**src/rtl/wts_slot_bus_decoder.sv**
```systemverilog
// Slot bus front end: synchronises the cartridge slot strobes, turns each
// memory access into a single bus transaction and drives read data back.
module wts_slot_bus_decoder #(
    parameter int unsigned READ_TIMEOUT = 16,
    parameter logic [7:0]  TIMEOUT_DATA = 8'hFF
) (
    input  logic        clk,
    input  logic        slot_nreset,
    input  logic [15:0] slot_a,
    input  logic [7:0]  slot_d_in,
    output logic [7:0]  slot_d_out,
    output logic        slot_d_oe,
    input  logic        slot_nsltsl,
    input  logic        slot_nmerq,
    input  logic        slot_nrd,
    input  logic        slot_nwr,
    output logic        bus_valid,
    output logic        bus_write,
    output logic [15:0] bus_address,
    output logic [7:0]  bus_wdata,
    input  logic        bus_ready,
    input  logic [7:0]  bus_rdata,
    input  logic        bus_rdata_en
);

    localparam logic [1:0] IDLE      = 2'd0;
    localparam logic [1:0] READ_WAIT = 2'd1;
    localparam logic [1:0] HOLD      = 2'd2;

    localparam int unsigned       CW      = $clog2(READ_TIMEOUT + 1);
    localparam logic [CW-1:0]     TO_LAST = CW'(READ_TIMEOUT - 1);

    // Strobe vector order: {nsltsl, nmerq, nrd, nwr}
    logic [3:0]    sync1, sync2;
    logic [1:0]    fill;
    logic          armed;
    logic [1:0]    state;
    logic          drive;
    logic [CW-1:0] timeout_cnt;
    logic          access;

    assign access = !sync2[3] && !sync2[2] && (!sync2[1] || !sync2[0]);

    assign slot_d_oe = drive && !slot_nrd && !slot_nsltsl;

    always_ff @(posedge clk) begin
        if (!slot_nreset) begin
            sync1       <= '1;
            sync2       <= '1;
            fill        <= '0;
            armed       <= 1'b0;
            state       <= IDLE;
            drive       <= 1'b0;
            timeout_cnt <= '0;
            bus_valid   <= 1'b0;
            bus_write   <= 1'b0;
            bus_address <= '0;
            bus_wdata   <= '0;
            slot_d_out  <= '0;
        end else begin
            sync1     <= {slot_nsltsl, slot_nmerq, slot_nrd, slot_nwr};
            sync2     <= sync1;
            fill      <= {fill[0], 1'b1};
            bus_valid <= 1'b0;
            bus_write <= 1'b0;
            // Arm only once the synchroniser holds post-reset samples, so a
            // strobe held low across reset must be seen high before it counts.
            if (fill[1] && !access)
                armed <= 1'b1;

            case (state)
                IDLE: begin
                    if (access && armed) begin
                        bus_valid   <= 1'b1;
                        bus_address <= slot_a;
                        if (!sync2[0]) begin
                            bus_write <= 1'b1;
                            bus_wdata <= slot_d_in;
                            state     <= HOLD;
                        end else begin
                            timeout_cnt <= '0;
                            state       <= READ_WAIT;
                        end
                    end
                end
                READ_WAIT: begin
                    if (!access) begin
                        drive <= 1'b0;
                        state <= IDLE;
                    end else if (bus_ready) begin
                        if (bus_rdata_en) begin
                            slot_d_out <= bus_rdata;
                            drive      <= 1'b1;
                        end
                        state <= HOLD;
                    end else if (timeout_cnt == TO_LAST) begin
                        slot_d_out <= TIMEOUT_DATA;
                        drive      <= 1'b1;
                        state      <= HOLD;
                    end else begin
                        timeout_cnt <= timeout_cnt + CW'(1);
                    end
                end
                HOLD: begin
                    if (!access) begin
                        drive <= 1'b0;
                        state <= IDLE;
                    end
                end
                default: state <= IDLE;
            endcase
        end
    end

endmodule
```
**config.mk**
```make
export PLATFORM = sky130hd
export DESIGN_NAME = wts_slot_bus_decoder
export DESIGN_NICKNAME = d
export VERILOG_FILES = /design/src/rtl/wts_slot_bus_decoder.sv
export SDC_FILE = /design/constraint.sdc
export NUM_CORES = 1
export LEC_CHECK = 0
export CAP_MARGIN = 20
export CORE_ASPECT_RATIO = 0.75
export CORE_MARGIN = 2
export CORE_UTILIZATION = 30
export CTS_BUF_LIST = sky130_fd_sc_hd__clkbuf_4 sky130_fd_sc_hd__clkbuf_8
export CTS_CLUSTER_SIZE = 28
export DETAILED_ROUTE_END_ITERATION = 8
export GPL_ROUTABILITY_DRIVEN = 0
export SYNTH_ARGS = -nofsm -noshare
export SYNTH_HDL_FRONTEND = slang
export SYNTH_SLANG_ARGS = --single-unit
```
**constraint.sdc**
```tcl
create_clock -name clk -period 1.95 [get_ports clk]
set_input_delay 0.585 -clock clk [delete_from_list [all_inputs] [get_ports clk]]
set_output_delay 0.585 -clock clk [all_outputs]
set_load 0.01 [all_outputs]
```
==> metrics.md <==
| Metric | Value |
|---|---|
| GR Util met1 | `16.0%` |
| Sequential fraction of the synthesis area | `48.6%` |
| Final period util | `93.6%` |
| Syn_area_per_cell | `9.92 um2` |
| Register bit total from synthesis | `53` |
| Worst-path cell chain | `ha_1, and3_1, ha_2, nor3b_2, buf_4, or2_0, o41a_1, a21boi_1` |
| Crit path DAT | `2.07 ns` |
| Post-Syn Area | `0.00218 mm2` |
| Unrepaired setup endpoints after global routing | `false` |
| Vias in the first global route | `1678` |
| Crit Path Category | `register to register` |
| Met3 GRT Util | `3.78%` |
| Met2 usage | `19.3%` |
| First-pass GRT wire length | `7.79 mm` |
| Final HPWL DP | `3.45 mm` |
| Setup Total Neg Slack | `0 ns` |
| Crit end category | `register` |
| Placed cell count | `389` |
| Top post-synthesis cells by count | `dfxtp_1, nand2_1, a21boi_0, mux2i_1, nor2b_1` |
| Power density cells | `593 mW/mm2` |
| FF-to-FF End | `state[0]` |
| Num ports | `75` |
| Fraction of layout instances using a drive strength above 1 | `11.3%` |
| Worst Hold Launch | `sync1[2]` |
| Max_cap viols | `0` |
| Main synth FF type | `dfxtp_1` |
| Ant diodes | `0` |
| Reg2reg setup slack | `0.12 ns` |
| Mapped Cells | `220` |
| Hold Path Sink | `sync2[2]` |
| Top post-synthesis cells by area | `dfxtp_1, nand2_1, a21boi_0` |
| Final slew viol count | `0` |
| CP bufs+invs | `1` |
| Worst slew pin tran | `0.395 ns` |
| Ys async rst share | `0%` |
| Num CTS Buffers | `5` |
| CP delay by family, top | `compound AO/OA/AOI/OAI gates` |
| Cell Area, Placed | `0.00304 mm2` |
| Routed Antenna Nets | `0` |
| Final non-filler cell total | `400` |
| Initial antenna violation count | `0` |
| Final setup viols | `0` |
| Clk root buf | `clkbuf_8` |
| CP max-delay cell | `dfxtp_1` |
| Die area | `0.00798 mm2` |
| PortBufs | `74` |
| Max Clock Skew | `0.00963 ns` |
| Worst-case clock buffer depth | `2` |
| Gr ovfl total | `0` |
| EDFF count, synth | `0` |
| Post-synth top area cell | `dfxtp_1` |
| Crit path required time | `2.20 ns` |
| VDD IR-drop max | `0.316 mV` |
| Slowest stage delay, CP | `0.37 ns` |
| Die width | `102 um` |
| Skew-Pair Late Insertion Delay | `0.31 ns` |
| Normalized max-slew margin | `73.6%` |
| Placeable core region | `0.00693 mm2` |
| Clock-pin slew on the worst setup and hold paths | `0.10 ns` |
| Number of nets in the layout | `346` |
| GRT Max-Usage Layer | `met2` |
| GR Util All Layers | `12.3%` |
| Filler cells | `713` |
| Post-route minimum period | `1.83 ns` |
| Synth warn | `0` |
| Startpoint Class | `register` |
| WL/cell | `11.9 um` |
| Min-Delay Path Depth | `1` |
| Post-Route WL | `4.74 mm` |
| Synth-to-Final Area Change | `45.2%` |
| Vias/cell | `4.37` |
| Final Instance Area | `0.00317 mm2` |
| H-tree depth | `2` |
| Drt drc | `0` |
| Net count after synthesis | `265` |
| DR iter-0 viols | `41` |
| Largest net degree at the start of global routing | `29` |
| CTS tree | `done` |
| Util after Layout | `45.7%` |
| Final hold violation count | `0` |
| Vias | `1747` |
| Status | `finished clean` |
| R2R depth | `8` |
| Total clock sinks | `53` |
| Top-count cell post-synth | `dfxtp_1` |
| CP max FO | `3` |
| Distinct cell type count after synthesis | `40` |
| Num rows | `26` |
| Origin of the critical flop-to-flop path | `timeout_cnt[1]` |
| Yosys top cell area share | `48.6%` |
| Die Y | `77.9 um` |
| DR pass1 iterations | `4` |
| Initial Util | `31.5%` |
| Fmax | `0.548 GHz` |
| Hold Path Class | `register to register` |
| Leak | `1.21 nW` |
[worst max-delay path by stage]
stage                               from              to  slack, ns  cells past startpoint
after floorplan           timeout_cnt[0]  timeout_cnt[2]       0.05                      8
after global placement       slot_nsltsl       slot_d_oe      -0.40                      3
after detailed placement     slot_nsltsl       slot_d_oe      -0.43                      3
after CTS                    slot_nsltsl       slot_d_oe       0.01                      3
after global routing      timeout_cnt[0]  timeout_cnt[4]       0.01                      8
final                     timeout_cnt[1]        state[0]       0.12                      8
[cells in the final DEF (no fill, tap or decap), types with 2 or more instances in the layout]
cell type,count
clkdlybuf4s50_1,70
a21boi_0,17
nand2b_1,10
nand3_1,3
a21oi_1,2
nor2b_1,11
ha_1,4
buf_4,14
a21boi_1,4
clkbuf_8,5
inv_6,2
nand2_1,38
and2_1,4
mux2i_1,11
buf_2,2
o211a_1,9
nand3b_1,9
inv_1,5
nor3b_2,2
dfxtp_1,53
o21ai_1,2
nor2_1,3
[worst register-to-register path: cells and delay by family (launching register included)]
family | cells | cell delay, ns
compound gates | 2 | 0.48
fa+ha+maj | 2 | 0.36
buf+inv | 1 | 0.13
flops | 1 | 0.37
simple gates | 3 | 0.42
[layer usage]
| metal | share of wire, % | wire, um |
|---|---|---|
| met3 | 5.4 | 258 |
| met5 | 0 | 0 |
| met1 | 49 | 2300 |
| met4 | 0.53 | 25 |
| met2 | 45 | 2160 |
[where the power goes]
group	total [W]	switching (W)	internal (W)
Clock	0.000650	0.000388	0.000263
Sequential	0.00110	0.00000897	0.00109
Combinational	0.000127	0.0000358	0.0000911
Total	0.00188	0.000432	0.00145
[cells by family after synthesis]
logic type	share of synthesized area, %
buffers and inverters	4.53
multiplexers	5.05
flip-flops	48.6
adder cells (fa/ha/maj)	2.87
AND/OR/NAND/NOR	22.1
AO/OA/AOI/OAI	16.9
[cell type report]
type                            instances  area [um2]  share of cell area, %
Tap cell                               98         123                   3.87
Clock buffer                            5        68.8                   2.17
Timing Repair Buffer                   88         837                   26.4
Inverter                                5        18.8                  0.592
Sequential cell                        53        1060                   33.5
Clock inverter                          3        25.0                  0.790
Multi-Input combinational cell        148        1040                   32.7
[what timing repair did]
item	4_1_cts	5_1_grt
buffers inserted	1	2
resized for setup	6	5
endpoints found under the setup margin	3	29
pin swaps	1	4
hold buffers	0	0
[state kept, by name, indices dropped and copies added, names as in the netlist]
name and count:
state 2, bus_address 16, timeout_cnt 5, bus_write 1
slot_d_out 8, drive 1, bus_valid 1, armed 1
bus_wdata 8, fill 2, sync1 4, sync2 4
[through the flow]
| stage | hold WS (ns) | total power (W) | worst slack (ns) |
|---|---|---|---|
| finish | 0.419 | 0.00188 | 0.124 |
| global route | 0.441 | 0.00197 | 0.0123 |
| CTS | 0.423 | 0.00192 | 0.0112 |
| detailed placement | 0.394 | 0.00126 | -0.433 |
| global placement | 0.392 | 0.00126 | -0.404 |
| floorplan | 0.386 | 0.00117 | 0.0543 |
Note: power is estimated with default switching activity, not from simulation.
